==> src/rtl/seq_pkg.sv <==
// Shared types and constants for the Y86-64 SEQ multi-cycle sequencer.
// Imported by the controller and its helper blocks.
package seq_pkg;

    typedef enum logic [2:0] {
        S_IDLE,
        S_FETCH,
        S_DECODE,
        S_EXECUTE,
        S_MEMORY,
        S_WRITEBACK,
        S_PCUPD,
        S_HALT
    } state_t;

    typedef enum logic [1:0] {
        STAT_AOK = 2'b00,
        STAT_HLT = 2'b01,
        STAT_ADR = 2'b10,
        STAT_INS = 2'b11
    } stat_t;

    typedef enum logic [3:0] {
        IHALT   = 4'h0,
        INOP    = 4'h1,
        IRRMOVQ = 4'h2,
        IIRMOVQ = 4'h3,
        IRMMOVQ = 4'h4,
        IMRMOVQ = 4'h5,
        IOPQ    = 4'h6,
        IJXX    = 4'h7,
        ICALL   = 4'h8,
        IRET    = 4'h9,
        IPUSHQ  = 4'hA,
        IPOPQ   = 4'hB
    } icode_t;

    // Instructions that touch data memory in the MEMORY stage.
    function automatic logic is_mem_icode(input logic [3:0] icode);
        case (icode)
            IRMMOVQ, IMRMOVQ, ICALL, IRET, IPUSHQ, IPOPQ: is_mem_icode = 1'b1;
            default:                                      is_mem_icode = 1'b0;
        endcase
    endfunction

endpackage

==> src/rtl/seq_ctrl_mem_wait_timer.sv <==
// Counts cycles spent waiting on a memory request; o_expired flags the
// TIMEOUT-1 count so the owner can abort the access on the next edge.
module mem_wait_timer #(
    parameter int TIMEOUT = 16
) (
    input  logic clk,
    input  logic reset,
    input  logic i_clr,
    input  logic i_en,
    output logic o_expired
);

    localparam int CW = (TIMEOUT > 1) ? $clog2(TIMEOUT) : 1;

    logic [CW-1:0] r_cnt;

    // NOTE: sequential state is updated with non-blocking assignments only,
    // so every register samples the pre-edge values of its inputs.
    always_ff @(posedge clk) begin
        if (reset || i_clr) begin
            r_cnt <= '0;
        end else if (i_en && !o_expired) begin
            r_cnt <= r_cnt + CW'(1);
        end
    end

    assign o_expired = (r_cnt == CW'(TIMEOUT - 1));

endmodule

==> src/rtl/seq_ctrl.sv <==
// Y86-64 SEQ multi-cycle sequencer: per-stage enables, shared memory
// arbitration between fetch and data, status, run/step control, counters.
module seq_ctrl
    import seq_pkg::*;
#(
    parameter int TIMEOUT = 16,
    parameter int CNT_W   = 32
) (
    input  logic             clk,
    input  logic             reset,
    input  logic             run,
    input  logic             step,
    input  logic [3:0]       icode,
    input  logic             instr_valid,
    input  logic             imem_error,
    input  logic             dmem_error,
    input  logic             mem_ack,
    output logic             mem_req,
    output logic             mem_sel,
    output logic             fetch_en,
    output logic             dec_en,
    output logic             exe_en,
    output logic             mem_en,
    output logic             wb_en,
    output logic             pc_en,
    output logic [1:0]       stat,
    output logic             halted,
    output logic             busy,
    output logic [CNT_W-1:0] cycle_cnt,
    output logic [CNT_W-1:0] instr_cnt
);

    state_t           r_state;
    state_t           w_state_nxt;
    stat_t            r_stat;
    stat_t            w_stat_nxt;
    logic [3:0]       r_icode;
    logic [CNT_W-1:0] r_cycle_cnt;
    logic [CNT_W-1:0] r_instr_cnt;

    logic w_mem_access;
    logic w_waiting;
    logic w_expired;
    logic w_retire;

    // Data access decision uses the icode captured at the fetch ack, never the live input.
    assign w_mem_access = is_mem_icode(r_icode);

    mem_wait_timer #(
        .TIMEOUT (TIMEOUT)
    ) u_wait_timer (
        .clk       (clk),
        .reset     (reset),
        .i_clr     (!w_waiting),
        .i_en      (w_waiting),
        .o_expired (w_expired)
    );

    always_ff @(posedge clk) begin
        if (reset) begin
            r_state <= S_IDLE;
            r_stat  <= STAT_AOK;
            r_icode <= '0;
        end else begin
            r_state <= w_state_nxt;
            r_stat  <= w_stat_nxt;
            if (r_state == S_FETCH && mem_ack) begin
                r_icode <= icode;
            end
        end
    end

    // NOTE: every signal written here gets a default first, so no path
    // through the case can leave one unassigned and infer a latch.
    always_comb begin
        w_state_nxt = r_state;
        w_stat_nxt  = r_stat;
        w_waiting   = 1'b0;
        w_retire    = 1'b0;
        mem_req     = 1'b0;
        mem_sel     = 1'b0;
        fetch_en    = 1'b0;
        dec_en      = 1'b0;
        exe_en      = 1'b0;
        mem_en      = 1'b0;
        wb_en       = 1'b0;
        pc_en       = 1'b0;
        halted      = 1'b0;
        busy        = 1'b1;

        case (r_state)
            S_IDLE: begin
                busy = 1'b0;
                if (run || step) begin
                    w_state_nxt = S_FETCH;
                end
            end

            S_FETCH: begin
                fetch_en  = 1'b1;
                mem_req   = 1'b1;
                w_waiting = 1'b1;
                if (mem_ack) begin
                    if (imem_error) begin
                        w_stat_nxt  = STAT_ADR;
                        w_state_nxt = S_HALT;
                    end else if (!instr_valid) begin
                        w_stat_nxt  = STAT_INS;
                        w_state_nxt = S_HALT;
                    end else if (icode == IHALT) begin
                        w_stat_nxt  = STAT_HLT;
                        w_state_nxt = S_HALT;
                    end else begin
                        w_state_nxt = S_DECODE;
                    end
                end else if (w_expired) begin
                    w_stat_nxt  = STAT_ADR;
                    w_state_nxt = S_HALT;
                end
            end

            S_DECODE: begin
                dec_en      = 1'b1;
                w_state_nxt = S_EXECUTE;
            end

            S_EXECUTE: begin
                exe_en      = 1'b1;
                w_state_nxt = S_MEMORY;
            end

            S_MEMORY: begin
                mem_en = 1'b1;
                if (w_mem_access) begin
                    mem_req   = 1'b1;
                    mem_sel   = 1'b1;
                    w_waiting = 1'b1;
                    if (mem_ack) begin
                        if (dmem_error) begin
                            w_stat_nxt  = STAT_ADR;
                            w_state_nxt = S_HALT;
                        end else begin
                            w_state_nxt = S_WRITEBACK;
                        end
                    end else if (w_expired) begin
                        w_stat_nxt  = STAT_ADR;
                        w_state_nxt = S_HALT;
                    end
                end else begin
                    w_state_nxt = S_WRITEBACK;
                end
            end

            S_WRITEBACK: begin
                wb_en       = 1'b1;
                w_state_nxt = S_PCUPD;
            end

            S_PCUPD: begin
                pc_en       = 1'b1;
                w_retire    = 1'b1;
                w_state_nxt = run ? S_FETCH : S_IDLE;
            end

            S_HALT: begin
                busy   = 1'b0;
                halted = 1'b1;
            end

            default: begin
                busy        = 1'b0;
                w_state_nxt = S_IDLE;
            end
        endcase
    end

    // Both counters stick at all-ones rather than wrapping.
    always_ff @(posedge clk) begin
        if (reset) begin
            r_cycle_cnt <= '0;
            r_instr_cnt <= '0;
        end else begin
            if (busy && (r_cycle_cnt != '1)) begin
                r_cycle_cnt <= r_cycle_cnt + CNT_W'(1);
            end
            if (w_retire && (r_instr_cnt != '1)) begin
                r_instr_cnt <= r_instr_cnt + CNT_W'(1);
            end
        end
    end

    assign stat      = r_stat;
    assign cycle_cnt = r_cycle_cnt;
    assign instr_cnt = r_instr_cnt;

endmodule

==> config.mk <==
export PLATFORM = sky130hd
export DESIGN_NAME = seq_ctrl
export DESIGN_NICKNAME = d
export VERILOG_FILES = /design/src/rtl/seq_pkg.sv /design/src/rtl/seq_ctrl_mem_wait_timer.sv /design/src/rtl/seq_ctrl.sv
export SDC_FILE = /design/constraint.sdc
export NUM_CORES = 1
export LEC_CHECK = 0
export ABC_AREA = 1
export CORE_ASPECT_RATIO = 1.75
export CORE_UTILIZATION = 45
export DETAILED_ROUTE_END_ITERATION = 10
export GPL_TIMING_DRIVEN = 0
export PLACE_DENSITY = 0.75
export SLEW_MARGIN = 5
export SYNTH_ARGS = -nofsm -noshare
export SYNTH_HDL_FRONTEND = slang
export SYNTH_SLANG_ARGS = --single-unit
export TNS_END_PERCENT = 20
==> constraint.sdc <==
create_clock -name clk -period 4.1 [get_ports clk]
set_clock_uncertainty 0.2 [all_clocks]
set_input_delay 0.615 -clock clk [delete_from_list [all_inputs] [get_ports clk]]
set_output_delay 0.615 -clock clk [all_outputs]
set_load 0.01 [all_outputs]
After elaboration in Yosys (flattened, before gate mapping)
Index checks and enable logic that the tools add are counted.
W data, S select, Z words.
Word-level totals
  bits of input ports: 12
  flip-flop bits (word level): 77
  word-level logic and storage cells: 77
Cells by class
  reduce and logical (&&, ||, !) cells: 16
  muxes and demuxes: 32
  $add $sub $neg: 3
  equality and inequality tests: 20
Operators by type and width (count)
  $add A32 B1 Y32 const B: 2
  $ne A32 B32 Y1 const B: 2
  $mux W3: 8
  $pmux W3 S7: 1
  $eq A4 B4 Y1 const B: 5
  $mux W2: 9
  $eq A3 B3 Y1 const B: 4
  $mux W1: 12
  $eq A4 B3 Y1 const B: 2
  $reduce_bool A7 Y1: 1
  $eq A3 B2 Y1 const B: 2
  $reduce_or A6 Y1: 1
  $ne A5 B4 Y1 const B: 1
  $add A4 B1 Y4 const B: 1
  $logic_and A1 B1 Y1: 4
  $logic_not A4 Y1: 1
  $ne A2 B2 Y1 const B: 2
  $pmux W2 S2: 1
  $reduce_and A4 Y1: 1
  $eq A3 B1 Y1 const B: 1
  $logic_not A3 Y1: 1
  $ne A3 B3 Y1 const B: 1
  $logic_not A1 Y1: 2
  $logic_or A1 B1 Y1: 2
  4 further kinds: 4

Longest topological paths before layout
Gate-level depths: netlist (run 1).
  word-level depth: 7
  mapped depth: 11
  depth with buffers taken out: 10

By module
Synthesis (run 1) repeated with hierarchy kept, for this count alone.
Second synthesis, totals
  cells, all modules: 816
  area, all modules: 4898.4 um^2
Modules (own cells, without submodules)
  seq_ctrl: sequential area each 1441.4 um^2, cells each 787, times used 1, area each 4698.3 um^2
  mem_wait_timer: sequential area each 80.1 um^2, cells each 29, times used 1, area each 200.2 um^2

Worst setup path after synthesis (run 1)
OpenSTA, ideal clock, no wires.
  path kind: reg-to-reg
  start point: reg r_instr_cnt[0], in the netlist instr_cnt[0]
  end point: reg r_instr_cnt[21], in the netlist instr_cnt[21]
  data required time: 3758 ps
  path buffers: 1
  setup time: 142 ps
  stages on the path, launching flop included: 12
  slack: 2056 ps
  period minus slack after synthesis: 2044 ps
  data arrival time: 1702 ps
  path through: dfxtp_1 -> ha_1 -> nand2_2 -> nor2_4 -> nand2_4 -> nor2_8 -> nand2_8 -> nand2_8 -> inv_4 -> buf_6 -> nand2_1 -> a21oi_2
Between the ends
  word-level cells in the longest chain between the ends: 2
  elaborated cells between the ends (all ways): 3
Ends and longest elaborated chain
  start, declared: RTL line seq_ctrl.sv:39  | logic [CNT_W-1:0] r_instr_cnt;
  start signal, assigned: RTL line seq_ctrl.sv:187  | r_instr_cnt <= r_instr_cnt + CNT_W'(1);
  branches (longest 2 deep; another with $add A32 B1 Y32)
Parallel ways; which one is timed is not known.
A chain may end at the register's enable or synchronous reset.

Worst setup path in the final report (run 1)
  start point: reg r_state[1]
  end point: out mem_req
Between the ends
  word-level cells in the longest chain between the ends: 2
  elaborated cells between the ends (all ways): 3
Ends and longest elaborated chain
  start, declared: RTL line seq_ctrl.sv:33  | state_t r_state;
  start signal, assigned: RTL line seq_ctrl.sv:65  | r_state <= w_state_nxt;
  $eq A3 B3 Y1 or $eq A3 B1 Y1 (tied branches): RTL line seq_ctrl.sv:91  | case (r_state)
  $pmux W1 S2 *: RTL line seq_ctrl.sv:91
  end, declared: RTL line seq_ctrl.sv:18  | output logic mem_req,
Every way passes the cells marked *; elsewhere a longest branch is shown, timed or not.

==> results by group, run 1 <==
Worst setup path
  • Worst Path Required: approximately 3300 ps
  • Reg2reg start: instr_cnt[0]
  • Crit. Startpoint: r_state[1]
  • R2r endpoint: instr_cnt[29]
  • Crit Path Max Fanout: 8
  • R2R setup slack: 1750 ps
  • CP Capture Type: primary output
  • CP max-delay cell: clkdlybuf4s50_1
  • Setup CP Type: reg -> out
  • CP arrival: around 2100 ps
  • Max incr delay on CP: about 520 ps
  • Crit path launch type: register
  • Cells on worst reg2reg path: 11
  • Worst path most repeated cell: inv_1
  • Critical-path cell list: buf_2 > inv_1 > nand3_1 > inv_1 > a21oi_1 > inv_1 > clkdlybuf4s50_1

Clock network
  • Post-CTS sizing: 0
  • Clk buf depth: 2
  • Post-CTS Hold Buffers: 0
  • Clock tree root driver cell: clkbuf_16
  • CTS tree: built
  • CTS H-tree lvls: 3
  • Clock latency on the worst-skew pair: ~350 ps
  • CTS sink count: between 70 and 80
  • Clock transition at path regs: 60 ps
  • Num CTS Buffers: 9
  • Postcts setup bufs: 0

Drt
  • Via count: 5246
  • DRT iter0 DRCs: 247
  • Pre-Repair DR Iteration Count: 4
  • Routed Wire Length: between 10000 and 15000 microns
  • DRC: 0
  • Via density: slightly above 5
  • Detail Route Antenna Nets: 0
  • WL/cell: 13.98 microns

Finish
  • Total Nets Final: 919
  • # diodes: 0
  • Most frequent cells in the layout: 304 x nand2_1, 138 x nor2_1, 86 x clkdlybuf4s50_1
  • Layout cell share with drive strength beyond 1: 8.251%
  • Most common cell after layout, fill and taps aside: nand2_1
  • Area growth, synth to finish: 27.17%

Global routing
  • GRT overflow: 0
  • Initial antenna violation count: 0
  • Largest net degree at the start of global routing: 15
  • GRT Total Usage: 27.34%
  • First-pass GRT wire length: 23600 microns
  • Number of global-route vias before repair: 4968

Timing
  • Final Hold Viols: 0
  • Setup TNS: 0 ps
  • FMAX: 0.3383 GHz
  • Setup violators final: 0
  • Final Max Tran Viols: 0
  • Final period utilization: 72.09%
  • RSZ-0062 raised after global routing: no
  • Hold slack: 270.8 ps
  • Min Clock Period, post-route: just under 3000 ps
  • Normalized max-slew margin: 47.92%
  • Worst slew pin tran: 781.2 ps

Synth
  • Largest family of logic cells by synthesized area: simple AND/OR/NAND/NOR gates
  • Synthesized area per cell: between 6 and 7 sq um
  • Seq cells post-synth: 76
  • Adder-cell share of the synthesized area: less than 1%
  • Compound-cell area share of the yosys netlist: ~10%
  • YS warnings: 0
  • Distinct cells, synth: 32
  • Synth Instances: 807
  • Multiplexer area fraction after synthesis: 0%
  • Simple-gate area share of the yosys netlist: 45.26%
  • Post-synthesis sequential area ratio: 30.68%
  • Synth Area in XOR/XNOR: 5.121%
  • Syn Std Cell Area: around 5000 sq um
  • Syn_nets: a little over 800

Power
  • Net Sw Power: 849.4 uW
  • Sw frac: 34.72%
  • Power share of the combinational group: 30.6%
  • PwrDens: about 390 nW/um^2
  • Pleak: 0.002187 uW
  • Peak VDD IR: 0.2821 mV
  • Clock share of power: 36.0%
  • Seq pwr share: 33.5%
  • Total power: 2447 uW
  • Internal power: 1597 uW

Floorplanning
  • Chip height: 140.9 microns
  • Placement row count: 50
  • Io pins: 88
  • Core area: around 11000 sq um
  • Die area: 11460 sq um
  • Initial core utilization: 46.36%
  • Die W: 81.36 microns

Outcome
  • Outcome: finished, final reports clean

Placed design
  • Post-DP HPWL: 11450 microns
  • Routability cong.: between 0.9 and 1
  • Buffers on Ports: 86

Hold path
  • Hold_sp: r_icode[2]
  • WHS Path Cells: 2
  • Worst min-delay path category: reg -> reg
  • WHS Endpoint: r_icode[2]

Job
  • Max_cap viols: 0
-- power groups by stage --
| stage | registers (uW) | logic (uW) | clock network [uW] |
|---|---|---|---|
| after floorplan | 834 | 491 | 0 |
| after detailed placement | 835 | 752 | 0 |
| after CTS | 818 | 755 | 894 |
| final | 819 | 747 | 880 |
| after global routing | 825 | 822 | 929 |
| after global placement | 834 | 752 | 0 |
-- sequential cells by signal, indices dropped and copies added, names as in the netlist --
register            count
instr_cnt              32
r_state                 3
r_icode                 3
stat                    2
cycle_cnt              32
u_wait_timer.r_cnt      4
-- per-stage QoR --
| stage | utilization (%) | cell area, sq um | cells | worst slack, ps |
|---|---|---|---|---|
| 2_1_floorplan | - | 4960 | 807 | 2056 |
| 3_3_place_gp | 55.93 | 5983 | 1023 | 1493 |
| 3_5_place_dp | 55.93 | 5983 | 1023 | 1538 |
| 4_1_cts | 58.96 | 6307 | 1039 | 1149 |
| 5_1_grt | 58.96 | 6307 | 1039 | 998.8 |
| 6_report | 58.96 | 6307 | 1039 | 1144 |
-- kinds of logic after synthesis --
kind of cell,count (synthesis)
simple gates,531
buf+inv,88
compound gates,80
flops,76
xor+xnor,29
fa+ha+maj,3
-- final cells by class --
cell class              count  area (sq um)
well taps                 130         162.7
inverters                  70         267.8
clock inverters             7         98.84
fillers                  1094          4390
flip-flops and latches     76          1521
multi-input cells         643          3033
clock buffers               9         225.2
plain buffers              18         137.6
repair buffers             86         860.8
-- Yosys cell counts --
| master | n | area share, % |
|---|---|---|
| ha_1 | 3 | 0.76 |
| nand4_1 | 11 | 1.4 |
| o22ai_1 | 1 | 0.13 |
| a31oi_1 | 1 | 0.13 |
| inv_1 | 65 | 4.9 |
| nand2_1 | 304 | 23 |
| nand2_4 | 2 | 0.45 |
| a21oi_1 | 38 | 3.8 |
| xnor2_1 | 11 | 1.9 |
| nand3b_1 | 3 | 0.45 |
| buf_2 | 2 | 0.20 |
| inv_2 | 3 | 0.23 |
| nand2_8 | 3 | 1.2 |
| nor2_1 | 138 | 10 |
| nor2_4 | 5 | 1.1 |
| xor2_1 | 18 | 3.2 |
| nand2_2 | 5 | 0.63 |
| o21bai_1 | 2 | 0.30 |
| a21oi_2 | 20 | 3.5 |
| buf_6 | 6 | 1.4 |
| nor3_1 | 6 | 0.61 |
| or2_2 | 1 | 0.13 |
| inv_4 | 2 | 0.25 |
| nand3_1 | 46 | 4.6 |
| dfxtp_1 | 76 | 31 |
| o31ai_1 | 1 | 0.15 |
| clkbuf_1 | 8 | 0.61 |
| nor2_8 | 1 | 0.40 |
| a21oi_4 | 1 | 0.33 |
| o21ai_0 | 16 | 1.6 |
| nor2_2 | 6 | 0.76 |
| buf_8 | 2 | 0.61 |
-- worst max-delay path by stage --
| stage | end | slack [ps] | cells after the start |
|---|---|---|---|
| 3_3_place_gp | mem_req | 1490 | 7 |
| 2_1_floorplan | instr_cnt[21] | 2060 | 11 |
| 3_5_place_dp | mem_req | 1540 | 7 |
| 5_1_grt | mem_req | 1000 | 7 |
| 6_report | mem_req | 1140 | 7 |
| 4_1_cts | mem_req | 1150 | 7 |
-- layer usage --
| metal | vias up | wire (microns) | GRT usage (%) | share of wire (%) |
|---|---|---|---|---|
| met5 | - | 0 | 0 | 0 |
| met4 | 0 | 944 | 19.36 | 6.5 |
| met3 | 49 | 489 | 5.696 | 3.4 |
| met2 | 121 | 7815 | 49.74 | 54 |
| met1 | 2349 | 5275 | 26.00 | 36 |
| li1 | 2727 | - | - | - |
-- worst max-delay path: cells and delay by family (launching register included) --
kind,cells,cell delay (ps)
buffers and inverters,5,1070
flip-flops,1,310
AO/OA/AOI/OAI,1,280
AND/OR/NAND/NOR,1,130
No activity file was read; power rests on OpenSTA's default activity.
==> run 2: changes to the inputs <==
- PLACE_DENSITY: 0.75 -> 0.78
- clock period: 4.1 -> 2.62 ns (I/O delays scaled with it)
==> run 2 against run 1 <==
  * Routed wire length is 0.34% lower
  * Via count up 0.42%
  * Global-route usage fell by 0.86 points
  * Final area is 0.20% lower
  * Clock power is 31% higher
  * Clock-buffer cell count up 1
  * Setup slack got worse by 1000 ps
  * Sequential share of layout area hardly changed
  * Critical path depth shrank 2
  * Non-clock buffer count up 3
  * Flip-flop and latch count is the same
  * Highest routed layer unchanged
==> results by group, run 2 (synthesis gave the netlist of run 1 again) <==
Outcome
  • Outcome: finished, final reports clean

Worst setup path
  • CP arrival: 1920 ps (-220 ps)
  • CP Capture Type: primary output
  • Cells on worst reg2reg path: 11 (unchanged)
  • Setup CP Type: reg -> out
  • Largest delay share family, worst path: buffers and inverters
  • Critical path depth in cells: 5 (-2)
  • Max incr delay on CP: 550 ps (+30 ps)
  • Crit path launch type: register
  • CP max-delay cell: clkdlybuf4s50_1
  • Critical-path cell list: inv_2 > nand2_1 > nor2_4 > clkbuf_4 > clkdlybuf4s50_1
  • Buf/Inv on CP: 3 (-2)
  • Worst Path Required: 2030 ps (-1250 ps)
  • Crit Path Max Fanout: 10 (+2)

Power
  • Seq pwr share: 35.4% (+1.9 points)
  • Pleak: 0.002177 uW (-0.46%)
  • Power share of the combinational group: 33.0% (+2.4 points)
  • PwrDens: 576.7 nW/um^2 (+49%)
  • Net Sw Power: 1316 uW (+55%)
  • Sw frac: 36.26% (+1.5 points)
  • Peak VDD IR: 0.4010 mV (+42%)
  • Internal power: 2314 uW (+45%)
  • Clock share of power: 31.6% (-4.4 points)

Drt
  • Detail Route Antenna Nets: 0 (unchanged)
  • Via density: 5.056 (+0.13%)
  • Routed Wire Length: 14470 microns (-0.34%)
  • DRC: 0 (unchanged)
  • DRT iter0 DRCs: 255 (+3.2%)
  • Pre-Repair DR Iteration Count: 5 (+1)
  • WL/cell: 13.89 microns (-0.63%)
  • Via count: 5268 (+0.42%)

Placed design
  • DP Worst Slack: 277.4 ps (-1261 ps)
  • Cells after DPL: 1023 (unchanged)
  • DP Area: 5983 sq um (unchanged)
  • Routability cong.: 0.9998 (+4.2%)
  • Buffers on Ports: 86 (unchanged)
  • Post-DP HPWL: 11310 microns (-1.2%)

Clock network
  • Clock tree root driver cell: clkbuf_16
  • CTS H-tree lvls: 3 (unchanged)
  • Num CTS Buffers: 9 (unchanged)
  • CTS tree: built
  • Post-CTS Hold Buffers: 0 (unchanged)
  • Clock latency on the worst-skew pair: 340 ps (about the same)
  • Clock transition at path regs: 60 ps (about the same)
  • Clk buf depth: 2 (unchanged)
  • CTS sink count: 76 (unchanged)

Floorplanning
  • Die W: 81.36 microns (unchanged)
  • Io pins: 88 (unchanged)
  • Die area: 11460 sq um (unchanged)
  • Chip height: 140.9 microns (unchanged)
  • Initial core utilization: 46.36% (unchanged)
  • Core area: 10700 sq um (unchanged)
  • Placement row count: 50 (unchanged)

Timing
  • Worst slew pin tran: 750.4 ps (-30.83 ps)
  • Final setup margin: 106.6 ps (-1038 ps)
  • Final Hold Viols: 0 (unchanged)
  • RSZ-0062 raised after global routing: yes
  • Final Max Tran Viols: 0 (unchanged)
  • Min Clock Period, post-route: 2513 ps
  • FMAX: 0.3979 GHz
  • Setup violators final: 0 (unchanged)
  • Final period utilization: between 90% and 100%
  • Normalized max-slew margin: 49.98% (+2.1 points)
  • Setup TNS: 0 ps (unchanged)

Hold path
  • WHS Path Cells: 2 (unchanged)
  • Worst min-delay path category: reg -> reg

Finish
  • Total Nets Final: 922 (+0.33%)
  • Final core occ: 58.84% (-0.12 points)
  • Most frequent cells in the layout: 304 x nand2_1, 138 x nor2_1, 85 x clkdlybuf4s50_1
  • Layout cell share with drive strength beyond 1: 8.882% (+0.63 points)
  • # diodes: 0 (unchanged)
  • Fin area: 6295 sq um (-0.20%)
  • Most common cell after layout, fill and taps aside: nand2_1
  • Fin cells: 1042 (+0.29%)
  • Area growth, synth to finish: 26.92%

Global routing
  • Largest net degree at the start of global routing: 14 (-1)
  • First-pass GRT wire length: 22890 microns (-3.0%)
  • Number of global-route vias before repair: 4860 (-2.2%)
  • Initial antenna violation count: 0 (unchanged)
  • GRT overflow: 0 (unchanged)
  • GRT Total Usage: 26.48% (-0.86 points)

Job
  • Max_cap viols: 0 (unchanged)
[run 2: layer usage]
| layer | routed length [microns] | track usage [%] | part of all wire, % | vias up |
|---|---|---|---|---|
| met2 | 7670 | 48.38 | 53 | 154 |
| met4 | 975 | 18.89 | 6.7 | 0 |
| met3 | 530 | 3.883 | 3.7 | 54 |
| met5 | 0 | 0 | 0 | - |
| li1 | - | - | - | 2725 |
| met1 | 5297 | 25.93 | 37 | 2335 |
[run 2: worst paths after layout]
kind,slack (ps),from,endpoint
setup reg to reg,260,instr_cnt[0],instr_cnt[23]
hold / removal,270,r_icode[2],r_icode[2]
setup / recovery,110,r_state[0],pc_en
hold reg to reg,270,r_icode[2],r_icode[2]
[run 2: final cells by class]
cell class                      instances  area (sq um)
Fill cell                            1065          4403
Multi-Input combinational cell        643          3047
Buffer                                 18         140.1
Timing Repair Buffer                   89         885.9
Tap cell                              130         162.7
Inverter                               70         267.8
Clock buffer                           10         229.0
Clock inverter                          6         41.29
Sequential cell                        76          1521
[run 2: power by group through the flow]
stage | Clock, uW | Combinational [uW] | Sequential, uW
after global routing | 1230 | 1310 | 1290
after CTS | 1170 | 1190 | 1280
after detailed placement | 0 | 1170 | 1310
after global placement | 0 | 1170 | 1310
after floorplan | 0 | 769 | 1310
final | 1150 | 1200 | 1280
[run 2: worst register-to-register path, cell delays in order (launching register included)]
cell and delay (ps):
dfxtp_1 480, ha_1 340, nand2_2 110, nor2_4 210, nand2_4 110, nor2_8 190
nand2_8 110, nand2_8 120, inv_4 70, buf_6 150, nand2_1 80, a21oi_2 50
[run 2: repair_timing]
item / in CTS / in global routing
setup endpoints to repair: 2 / 3
endpoints found under the hold margin: 0 / 0
buffers inserted: 0 / 3
pin swaps: 0 / 3
resized for setup: 3 / 4
[run 2: per-stage QoR]
step / hold WS (ps) / power [uW]
detailed placement: 264.0 / 2481
finish: 273.2 / 3630
floorplan: 244.8 / 2074
global placement: 255.7 / 2472
CTS: 272.8 / 3643
global route: 297.1 / 3828
